[config.mk]
export PLATFORM = sky130hd
export DESIGN_NAME = oflow_iou_best_match
export DESIGN_NICKNAME = d
export VERILOG_FILES = /design/src/rtl/oflow_iou_best_match.sv
export SDC_FILE = /design/constraint.sdc
export NUM_CORES = 1
export LEC_CHECK = 0
export ABC_AREA = 1
export CAP_MARGIN = 40
export CORE_UTILIZATION = 40
export DETAILED_ROUTE_END_ITERATION = 12
export HOLD_SLACK_MARGIN = 0.02
export PLACE_DENSITY = 0.67
export SETUP_SLACK_MARGIN = 0.05
export SKIP_CTS_REPAIR_TIMING = 1
export SYNTH_ARGS = -nofsm -noshare
export SYNTH_HDL_FRONTEND = slang
export SYNTH_SLANG_ARGS = --single-unit
[constraint.sdc]
create_clock -name clk -period 3.6 [get_ports clk]
set_input_delay 0.72 -clock clk [delete_from_list [all_inputs] [get_ports clk]]
set_output_delay 0.72 -clock clk [all_outputs]
set_load 0.005 [all_outputs]
[src/rtl/oflow_iou_best_match.sv]
// ---------------------------------------------------------------------------
// oflow_iou_best_match
//
// Purpose:
//   Sits behind the per-pair IoU-cost stage. For one current-frame object it
//   takes a stream of IoU-cost values (1 - I/U, so lower is a better overlap),
//   one per history-frame candidate. It keeps the minimum cost and the index
//   of that candidate, applies a match threshold, and hands one result per
//   object to the object-ID assignment logic over a valid/ready handshake.
//
// Ports:
//   clk          rising-edge clock
//   reset_N      asynchronous active-low reset
//   start        one-cycle pulse that opens a new object search (IDLE only)
//   threshold    largest cost accepted as a match, captured when start is taken
//   iou_valid    iou / iou_id / iou_last carry a candidate this cycle
//   iou_ready    block accepts a candidate beat this cycle (COLLECT only)
//   iou          IoU-cost of the candidate
//   iou_id       history index of the candidate
//   iou_last     final candidate for this object
//   match_valid  result is valid (DONE state)
//   match_ready  consumer accepts the result
//   match_found  at least one candidate seen and best cost <= threshold
//   match_id     index of the best candidate
//   match_iou    best (minimum) cost
//   match_count  number of candidates accepted
//   overflow     MAX_HISTORY beats arrived without iou_last
//   busy         search in progress or result pending
// ---------------------------------------------------------------------------
module oflow_iou_best_match #(
    parameter int MAX_HISTORY = 32,
    parameter int ID_W        = 5,
    parameter int IOU_W       = 22
) (
    input  logic             clk,
    input  logic             reset_N,
    input  logic             start,
    input  logic [IOU_W-1:0] threshold,
    input  logic             iou_valid,
    output logic             iou_ready,
    input  logic [IOU_W-1:0] iou,
    input  logic [ID_W-1:0]  iou_id,
    input  logic             iou_last,
    output logic             match_valid,
    input  logic             match_ready,
    output logic             match_found,
    output logic [ID_W-1:0]  match_id,
    output logic [IOU_W-1:0] match_iou,
    output logic [ID_W:0]    match_count,
    output logic             overflow,
    output logic             busy
);

    typedef enum logic [1:0] {
        IDLE    = 2'd0,
        COLLECT = 2'd1,
        DONE    = 2'd2
    } state_t;

    // Starting value of the running minimum. An all-ones cost never beats
    // it, so such a candidate only counts toward match_count.
    localparam logic [IOU_W-1:0] COST_INIT   = '1;
    localparam logic [ID_W:0]    COUNT_LIMIT = (ID_W + 1)'(MAX_HISTORY);

    state_t            state;
    state_t            state_nxt;
    logic [IOU_W-1:0]  best_cost;
    logic [ID_W-1:0]   best_id;
    logic [ID_W:0]     count;
    logic              overflow_r;
    logic [IOU_W-1:0]  thr_reg;

    logic              beat_accept;
    logic [ID_W:0]     count_inc;
    logic              hit_limit;

    assign beat_accept = (state == COLLECT) && iou_valid;
    assign count_inc   = count + 1'b1;
    // True when the beat being accepted is the MAX_HISTORY-th one.
    assign hit_limit   = (count_inc == COUNT_LIMIT);

    // State register.
    always_ff @(posedge clk or negedge reset_N) begin
        if (!reset_N) begin
            state <= IDLE;
        end else begin
            state <= state_nxt;
        end
    end

    // Next-state logic. start is only honoured in IDLE, so a start that lands
    // on the DONE handshake edge is dropped and must be re-issued.
    always_comb begin
        state_nxt = state;
        case (state)
            IDLE: begin
                if (start) begin
                    state_nxt = COLLECT;
                end
            end
            COLLECT: begin
                if (beat_accept && (iou_last || hit_limit)) begin
                    state_nxt = DONE;
                end
            end
            DONE: begin
                if (match_ready) begin
                    state_nxt = IDLE;
                end
            end
            default: begin
                state_nxt = IDLE;
            end
        endcase
    end

    // Search datapath. Strict less-than keeps the earlier candidate on a tie.
    // Overflow is flagged only when the limit is reached without iou_last.
    always_ff @(posedge clk or negedge reset_N) begin
        if (!reset_N) begin
            best_cost  <= COST_INIT;
            best_id    <= '0;
            count      <= '0;
            overflow_r <= 1'b0;
            thr_reg    <= '0;
        end else begin
            case (state)
                IDLE: begin
                    if (start) begin
                        best_cost  <= COST_INIT;
                        best_id    <= '0;
                        count      <= '0;
                        overflow_r <= 1'b0;
                        thr_reg    <= threshold;
                    end
                end
                COLLECT: begin
                    if (beat_accept) begin
                        count <= count_inc;
                        if (iou < best_cost) begin
                            best_cost <= iou;
                            best_id   <= iou_id;
                        end
                        if (!iou_last && hit_limit) begin
                            overflow_r <= 1'b1;
                        end
                    end
                end
                default: begin
                end
            endcase
        end
    end

    // Outputs are pure functions of registered state, so they stay stable
    // for the whole DONE stall.
    assign iou_ready   = (state == COLLECT);
    assign match_valid = (state == DONE);
    assign busy        = (state != IDLE);
    assign match_found = (count != '0) && (best_cost <= thr_reg);
    assign match_id    = best_id;
    assign match_iou   = best_cost;
    assign match_count = count;
    assign overflow    = overflow_r;

endmodule
==> impl_metrics.env, run 1 <==
export IMPL_regToRegEndpoint="match_id[0]"
export IMPL_grt_antenna_before_repair=0
export IMPL_p_int_mw=2.33
export IMPL_initial_core_util=0.412
export IMPL_fin_crit_ns=3.14
export IMPL_worst_pin_slew_ns=0.447
export IMPL_regToRegSetupSlack_ns=1.33
export IMPL_rsz0062_at_grt="false"
export IMPL_wire_per_inst_um=13.0
export IMPL_hp_class="primary input to asynchronous set/reset pin"
export IMPL_synth_area_leader_cell="dfrtp_1"
export IMPL_crit_top_cell="nand3_1"
export IMPL_period_share=0.871
export IMPL_startpoint_type="register"
export IMPL_grt_pass1_vias=3372
export IMPL_combinationalPowerShare=0.555
export IMPL_p_seq_frac=0.318
export IMPL_power_density_nw_per_um2=807
export IMPL_core_um2=9240
export IMPL_hpwl_mm=6.85
export IMPL_track_usage=0.203
export IMPL_regToRegStartpoint="match_iou[13]"
export IMPL_worstPathRequired_ns=2.88
export IMPL_clock_fmax_ghz=0.319
export IMPL_cts_tree="yes"
export IMPL_synth_top_area_frac=0.236
export IMPL_clkLatencyLatePin_ns=0.34
export IMPL_grt_max_degree=46
export IMPL_seq_area_um2=1480
export IMPL_power_total_mw=4.03
export IMPL_via_count=3323
export IMPL_crit_arrival_ns=2.42
export IMPL_drive_above_1_share=0.137
export IMPL_cts_buffer_depth=2
export IMPL_ant_nets=0
export IMPL_pwr_share_clk=0.128
export IMPL_numCtsBuffers=9
export IMPL_multi_input_area_um2=1930
export IMPL_dieArea_um2=9920
export IMPL_leakage_nw=2.51
export IMPL_die_width_um=99.6
export IMPL_clock_root_buffer="clkbuf_8"
export IMPL_cts_num_sinks=58
export IMPL_area_delta_synth_final_pct=31.0
export IMPL_synth_cell_types=36
export IMPL_switchingPower_mw=1.70
export IMPL_cp_cell_sequence="ha_1 > inv_1 > nor2_1 > o21ai_0 > nand3_1 > nand3_1 > nand3_1 > a21oi_1 > clkdlybuf4s50_1"
export IMPL_place_congestion=0.803
export IMPL_slowest_stage="dfstp_2"
export IMPL_drv_cap=0
export IMPL_drtPass1Iterations=4
export IMPL_path_clk_slew_ns=0.06
export IMPL_critPathMaxStageDelay_ns=0.56
export IMPL_finalMaxSlewViolations=0
export IMPL_die_y_um=99.6
export IMPL_synthesis_area_um2=3810
export IMPL_irDropWorstVdd_uv=377
export IMPL_synthTopCellsByArea="dfrtp_1, dfstp_2, ha_1, nand2_1, inv_1"
export IMPL_fillers=865
export IMPL_finalHoldViolations=0
export IMPL_setup_viol=0
export IMPL_fin_tns_setup_ns=0
export IMPL_grt_overflow_total=0
export IMPL_port_buffers=92
export IMPL_ys_seq_area_frac=0.388
export IMPL_maxSlewHeadroom=0.702
export IMPL_yosys_warnings=0
export IMPL_switching_share=0.422
export IMPL_ys_ff_latch=58
export IMPL_cp_max_fo=4
export IMPL_syn_inst=479
export IMPL_status="completed"
export IMPL_syn_nets=579
export IMPL_crit_type="register to output port"
export IMPL_rows=35
export IMPL_skew_ns=0.00800
export IMPL_finish_net_count=673
export IMPL_antennaDiodeCount=0
export IMPL_drt_iter0_markers=78
export IMPL_cts_htree_levels=3
export IMPL_end_kind="output port"
export IMPL_grt_pass1_wl_mm=15.8
export IMPL_avgViaCountPerCell=4.70
export IMPL_r2r_cells=11
export IMPL_top_level_ports=93
export IMPL_drc=0
export IMPL_avgSynthCellArea_um2=7.96
export IMPL_wl_mm=9.21
synth_stat cells:
master,count
nand2_1,130
inv_1,70
ha_1,45
dfrtp_1,36
nand3_1,34
o21ai_0,30
dfstp_2,22
nor2_1,20
a21oi_1,18
or2_2,17
nand2_2,8
nor3_1,5
buf_6,4
or2_1,4
clkbuf_1,3
inv_2,3
nand4_1,3
a21o_1,2
buf_2,2
clkinv_4,2
nand2_4,2
nand3_2,2
nor2_4,2
o21bai_1,2
xor2_1,2
a211oi_1,1
a22o_1,1
buf_1,1
buf_12,1
buf_4,1
clkbuf_2,1
inv_4,1
nand2_8,1
nor2_2,1
nor3b_1,1
o31ai_1,1
metrics by stage:
stage / cell area (um2) / setup slack (ns) / std cells / utilization / hold slack, ns
2_1_floorplan: 3810 / 1.49 / 479 / - / 0.424
3_3_place_gp: 4810 / 0.766 / 690 / 0.520 / 0.456
3_5_place_dp: 4830 / 0.707 / 691 / 0.523 / 0.464
4_1_cts: 4990 / 0.414 / 707 / 0.540 / 0.327
5_1_grt: 4990 / 0.286 / 707 / 0.540 / 0.347
6_report: 4990 / 0.464 / 707 / 0.540 / 0.319
cells in the final DEF (no fill, tap or decap), types with 3 or more instances in the layout:
master,instances
nor2_1,20
nand2_2,8
a21oi_1,18
o21ai_0,30
nor3_1,5
buf_4,3
or2_2,17
inv_2,3
inv_1,70
clkbuf_8,10
clkinv_2,3
clkdlybuf4s50_1,91
nand4_1,3
or2_1,4
nand2_1,130
nand3_1,34
clkbuf_1,3
dfstp_2,22
ha_1,45
dfrtp_1,36
routing by layer:
metal	track usage	share of wire	vias up	routed length [um]
li1	-	-	1705	-
met1	0.258	0.47	1526	4310
met2	0.341	0.46	82	4230
met3	0.0527	0.062	10	571
met4	0.0588	0.011	0	103
met5	0	0	-	0
worst max-delay path, delay by kind of cell (launching register included):
kind                     cells  cell delay (ns)
AO/OA/AOI/OAI                2             0.33
adder cells (fa/ha/maj)      1             0.27
buffers and inverters        2             0.59
flip-flops                   1             0.56
AND/OR/NAND/NOR              4             0.32
worst max-delay path by stage:
stage / from / depth (start not counted) / to
final: match_iou[1] / 9 / match_found
after global routing: match_iou[11] / 9 / match_found
after CTS: match_iou[11] / 9 / match_found
after detailed placement: iou[13] / 11 / match_id[4]
after global placement: iou[13] / 11 / match_id[3]
after floorplan: match_iou[11] / 8 / match_found
kinds of logic (layout without fill, tap and decap cells):
| logic type | count (synthesis) | in the layout | synth area share |
|---|---|---|---|
| AND/OR/NAND/NOR | 230 | 230 | 0.277 |
| buffers and inverters | 89 | 188 | 0.105 |
| flip-flops | 58 | 58 | 0.388 |
| AO/OA/AOI/OAI | 55 | 55 | 0.0771 |
| adder cells (fa/ha/maj) | 45 | 45 | 0.148 |
| XOR/XNOR | 2 | 2 | 0.00460 |
power by group through the flow:
| stage | sequential (mW) | combinational (mW) | clock, mW |
|---|---|---|---|
| floorplan | 1.25 | 1.50 | 0 |
| global placement | 1.28 | 2.18 | 0 |
| detailed placement | 1.29 | 2.25 | 0 |
| CTS | 1.28 | 2.27 | 0.530 |
| global route | 1.33 | 2.56 | 0.560 |
| finish | 1.28 | 2.23 | 0.514 |
area by class of cell:
class,count,area share
Clock inverter,3,0.00301
Clock buffer,13,0.0298
Inverter,76,0.0596
Multi-Input combinational cell,332,0.387
Timing Repair Buffer,96,0.192
Tap cell,129,0.0323
Sequential cell,58,0.296
No activity file was read; power rests on OpenSTA's default activity.
==> run 2: changes to the inputs <==
--- a/config.mk
+++ b/config.mk
@@ -10,7 +10,7 @@
 export CORE_UTILIZATION = 40
 export DETAILED_ROUTE_END_ITERATION = 12
 export HOLD_SLACK_MARGIN = 0.02
-export PLACE_DENSITY = 0.67
+export PLACE_DENSITY_LB_ADDON = 0.12
 export SETUP_SLACK_MARGIN = 0.05
 export SKIP_CTS_REPAIR_TIMING = 1
 export SYNTH_ARGS = -nofsm -noshare
==> impl_metrics.env, run 2 (synthesis gave the netlist of run 1 again) <==
export IMPL_grt_max_degree=59
export IMPL_path_clk_slew_ns=0.06
export IMPL_port_buffers=92
export IMPL_cts_num_sinks=58
export IMPL_grt_pass1_vias=3189
export IMPL_finalMaxSlewViolations=0
export IMPL_fin_tns_setup_ns=0
export IMPL_regToRegSetupSlack_ns=1.38
export IMPL_rsz0062_at_grt="false"
export IMPL_worstPathRequired_ns=2.88
export IMPL_ant_nets=0
export IMPL_final_common_cell="nand2_1"
export IMPL_leakage_nw=2.51
export IMPL_top_level_ports=93
export IMPL_track_usage=0.200
export IMPL_drive_above_1_share=0.135
export IMPL_fillers=872
export IMPL_end_kind="output port"
export IMPL_regToRegEndpoint="match_id[3]"
export IMPL_power_density_nw_per_um2=808
export IMPL_cts_tree="yes"
export IMPL_hold_slack_ns=0.353
export IMPL_hp_class="primary input to asynchronous set/reset pin"
export IMPL_crit_end="match_found"
export IMPL_r2r_cells=10
export IMPL_finish_net_count=671
export IMPL_hpwl_mm=6.55
export IMPL_dieArea_um2=9920
export IMPL_wire_per_inst_um=12.8
export IMPL_initial_core_util=0.412
export IMPL_period_share=0.893
export IMPL_clock_fmax_ghz=0.311
export IMPL_startpoint_type="register"
export IMPL_skew_ns=0.00538
export IMPL_drt_iter0_markers=124
export IMPL_place_congestion=0.803
export IMPL_critPathLaunch="match_iou[11]"
export IMPL_via_count=3258
export IMPL_worst_pin_slew_ns=0.443
export IMPL_wl_mm=9.04
export IMPL_setup_viol=0
export IMPL_final_util=0.541
export IMPL_fin_crit_ns=3.21
export IMPL_maxSlewHeadroom=0.704
export IMPL_avgViaCountPerCell=4.62
export IMPL_crit_arrival_ns=2.49
export IMPL_crit_type="register to output port"
export IMPL_regToRegStartpoint="match_iou[21]"
export IMPL_drc=0
export IMPL_die_y_um=99.6
export IMPL_antennaDiodeCount=0
export IMPL_dp_slack_ns=0.725
export IMPL_clock_root_buffer="clkbuf_8"
export IMPL_finalHoldViolations=0
export IMPL_drtPass1Iterations=4
export IMPL_cts_buffer_depth=2
export IMPL_cp_max_fo=4
export IMPL_clkLatencyLatePin_ns=0.34
export IMPL_numCtsBuffers=9
export IMPL_drv_cap=0
export IMPL_area_delta_synth_final_pct=31.1
export IMPL_power_total_mw=4.04
export IMPL_status="completed"
export IMPL_grt_antenna_before_repair=0
export IMPL_seq_area_um2=1480
export IMPL_rows=35
export IMPL_grt_overflow_total=0
export IMPL_core_um2=9240
export IMPL_multi_input_area_um2=1930
export IMPL_grt_pass1_wl_mm=15.2
export IMPL_die_width_um=99.6
export IMPL_worst_slack_ns=0.386
export IMPL_cts_htree_levels=3
export IMPL_final_cell_mix="nand2_1, clkdlybuf4s50_1, inv_1"
export IMPL_irDropWorstVdd_uv=454
## run 2: layout make-up
cell class	count	share of cell area
flip-flops and latches	58	0.296
clock buffers	14	0.0346
inverters	76	0.0596
repair buffers	94	0.189
multi-input cells	332	0.387
well taps	129	0.0323
clock inverters	2	0.00200
## run 2: layer usage
layer | up-vias | wire [um] | track usage
met5 | - | 0 | 0
met4 | 0 | 87 | 0.0577
met3 | 7 | 617 | 0.0625
met2 | 83 | 4190 | 0.323
met1 | 1474 | 4150 | 0.257
li1 | 1694 | - | -
## run 2: worst min path at each step
stage | slack [ns] | start | to | cells past startpoint
finish | 0.35 | reset_N | thr_reg[6] | 2
floorplan | 0.42 | reset_N | match_count[0] | 0
global placement | 0.47 | match_id[4] | match_id[4] | 2
global route | 0.38 | reset_N | thr_reg[6] | 2
CTS | 0.38 | reset_N | thr_reg[6] | 2
detailed placement | 0.47 | match_id[2] | match_id[2] | 2
## run 2: stage by stage
stage | cells | area (um2)
after floorplan | 479 | 3810
after global placement | 689 | 4810
after detailed placement | 689 | 4810
after CTS | 705 | 5000
after global routing | 705 | 5000
final | 705 | 5000
## run 2: power by group
group	total (mW)	leakage, nW	internal, mW	switching [mW]
Sequential	1.27	0.690	1.05	0.226
Combinational	2.21	1.73	1.01	1.20
Clock	0.560	0.0965	0.304	0.256
## run 2: critical path, cell delays in order (launching register included)
cell	delay, ns
dfstp_2	0.57
ha_1	0.25
a21oi_1	0.14
nor2_1	0.05
nor3_1	0.19
nand2_1	0.13
nand2_1	0.08
nand3_1	0.06
a21oi_1	0.13
clkdlybuf4s50_1	0.55
==> run 3: changes to the inputs <==
--- a/config.mk
+++ b/config.mk
@@ -7,7 +7,7 @@
 export LEC_CHECK = 0
 export ABC_AREA = 1
 export CAP_MARGIN = 40
-export CORE_UTILIZATION = 40
+export CORE_UTILIZATION = 54
 export DETAILED_ROUTE_END_ITERATION = 12
 export HOLD_SLACK_MARGIN = 0.02
 export PLACE_DENSITY_LB_ADDON = 0.12
==> impl_metrics.env, run 3 (synthesis gave the netlist of run 1 again) <==
export IMPL_status="completed"
export IMPL_setup_viol=0
export IMPL_drc=0
export IMPL_top_level_ports=93
export IMPL_clock_fmax_ghz=0.317
export IMPL_finish_net_count=671
export IMPL_initial_core_util=0.561
export IMPL_critPathMaxStageDelay_ns=0.58
export IMPL_port_buffers=92
export IMPL_seq_area_um2=1480
export IMPL_maxSlewHeadroom=0.444
export IMPL_core_um2=6790
export IMPL_via_count=3371
export IMPL_power_density_nw_per_um2=838
export IMPL_hold_slack_ns=0.466
export IMPL_place_congestion=0.800
export IMPL_drv_cap=0
export IMPL_worst_pin_slew_ns=0.834
export IMPL_cp_cell_sequence="ha_1 > a21oi_1 > o21ai_0 > a21oi_1 > nand3_1 > a21oi_1 > clkdlybuf4s50_1"
export IMPL_finalHoldViolations=0
export IMPL_switchingPower_mw=1.74
export IMPL_switching_share=0.418
export IMPL_ant_nets=0
export IMPL_combinationalPowerShare=0.539
export IMPL_avgViaCountPerCell=5.02
export IMPL_regToRegStartpoint="match_iou[4]"
export IMPL_clock_root_buffer="clkbuf_8"
export IMPL_crit_top_cell="a21oi_1"
export IMPL_grt_overflow_total=0
export IMPL_period_share=0.877
export IMPL_drive_above_1_share=0.139
export IMPL_cts_num_sinks=58
export IMPL_p_seq_frac=0.311
export IMPL_startpoint_type="register"
export IMPL_fin_tns_setup_ns=0
export IMPL_fillers=536
export IMPL_irDropWorstVdd_uv=398
export IMPL_wire_per_inst_um=13.4
export IMPL_crit_arrival_ns=2.44
export IMPL_drt_iter0_markers=127
export IMPL_drtPass1Iterations=4
export IMPL_cp_max_fo=4
export IMPL_skew_ns=0.00741
export IMPL_grt_pass1_wl_mm=15.0
export IMPL_area_delta_synth_final_pct=30.2
export IMPL_finalMaxSlewViolations=0
export IMPL_regToRegSetupSlack_ns=1.31
export IMPL_final_cell_mix="nand2_1, clkdlybuf4s50_1, inv_1"
export IMPL_die_width_um=86.0
export IMPL_dieArea_um2=7400
export IMPL_end_kind="output port"
export IMPL_fin_crit_ns=3.16
export IMPL_rows=30
export IMPL_cts_htree_levels=3
export IMPL_leakage_nw=2.52
export IMPL_crit_type="register to output port"
export IMPL_numCtsBuffers=9
export IMPL_antennaDiodeCount=0
export IMPL_grt_max_degree=46
export IMPL_power_total_mw=4.16
export IMPL_die_y_um=86.0
export IMPL_regToRegEndpoint="match_id[3]"
export IMPL_final_util=0.731
export IMPL_critPathTopFamily="compound AO/OA/AOI/OAI gates"
export IMPL_path_buf_inv=1
export IMPL_pwr_share_clk=0.150
export IMPL_slowest_stage="dfstp_2"
export IMPL_path_clk_slew_ns=0.07
export IMPL_r2r_cells=12
export IMPL_hp_class="primary input to asynchronous set/reset pin"
export IMPL_cts_buffer_depth=2
export IMPL_cts_tree="yes"
export IMPL_grt_antenna_before_repair=0
export IMPL_rsz0062_at_grt="false"
export IMPL_hpwl_mm=6.64
export IMPL_wl_mm=9.01
export IMPL_p_int_mw=2.42
export IMPL_track_usage=0.262
export IMPL_final_common_cell="nand2_1"
export IMPL_clkLatencyLatePin_ns=0.34
export IMPL_grt_pass1_vias=3308
export IMPL_worstPathRequired_ns=2.88
export IMPL_multi_input_area_um2=1930
-- run 3: changes by cell type in the layout (fill, tap and decap cells not counted) --
cell        previous run  this run
clkbuf_1               2         0
buf_12                 1         0
buf_4                  1         2
bufinv_16              0         1
clkbuf_8              12        11
clkinv_2               2         3
clkinvlp_4             0         1
-- run 3: per-layer routing --
layer,part of all wire,vias up,track usage
met2,0.47,90,0.428
met4,0.016,0,0.114
met3,0.047,14,0.0404
li1,-,1700,-
met1,0.46,1567,0.346
met5,0,-,0
-- run 3: through the flow --
step           std cells  setup slack, ns  instance area, um2
6_report             672            0.442                4960
5_1_grt              672            0.235                4960
4_1_cts              672            0.407                4960
3_5_place_dp         656            0.710                4760
3_3_place_gp         656            0.772                4760
2_1_floorplan        479             1.49                3810
-- run 3: how the worst max path moves through the flow --
stage                             start           to  slack, ns  cells past startpoint
after floorplan           match_iou[11]  match_found       1.49                      8
after global placement           iou[5]  match_id[1]       0.77                     12
after detailed placement         iou[4]  match_id[2]       0.71                     12
after CTS                 match_iou[17]  match_found       0.41                      7
after global routing      match_iou[17]  match_found       0.23                      7
final                     match_iou[17]  match_found       0.44                      7
-- run 3: power by group through the flow --
stage / sequential, mW / combinational (mW) / clock [mW]
after floorplan: 1.25 / 1.50 / 0
after global routing: 1.33 / 2.57 / 0.646
after CTS: 1.29 / 2.26 / 0.622
final: 1.29 / 2.24 / 0.623
after global placement: 1.29 / 2.15 / 0
after detailed placement: 1.29 / 2.24 / 0
-- run 3: final cells by class --
| cell class | instances | share of cell area |
|---|---|---|
| tap | 96 | 0.0242 |
| inverter | 76 | 0.0600 |
| timing repair buffer | 94 | 0.188 |
| sequential | 58 | 0.298 |
| clock buffer | 11 | 0.0305 |
| multi-input combinational | 332 | 0.389 |
| clock inverter | 5 | 0.0106 |
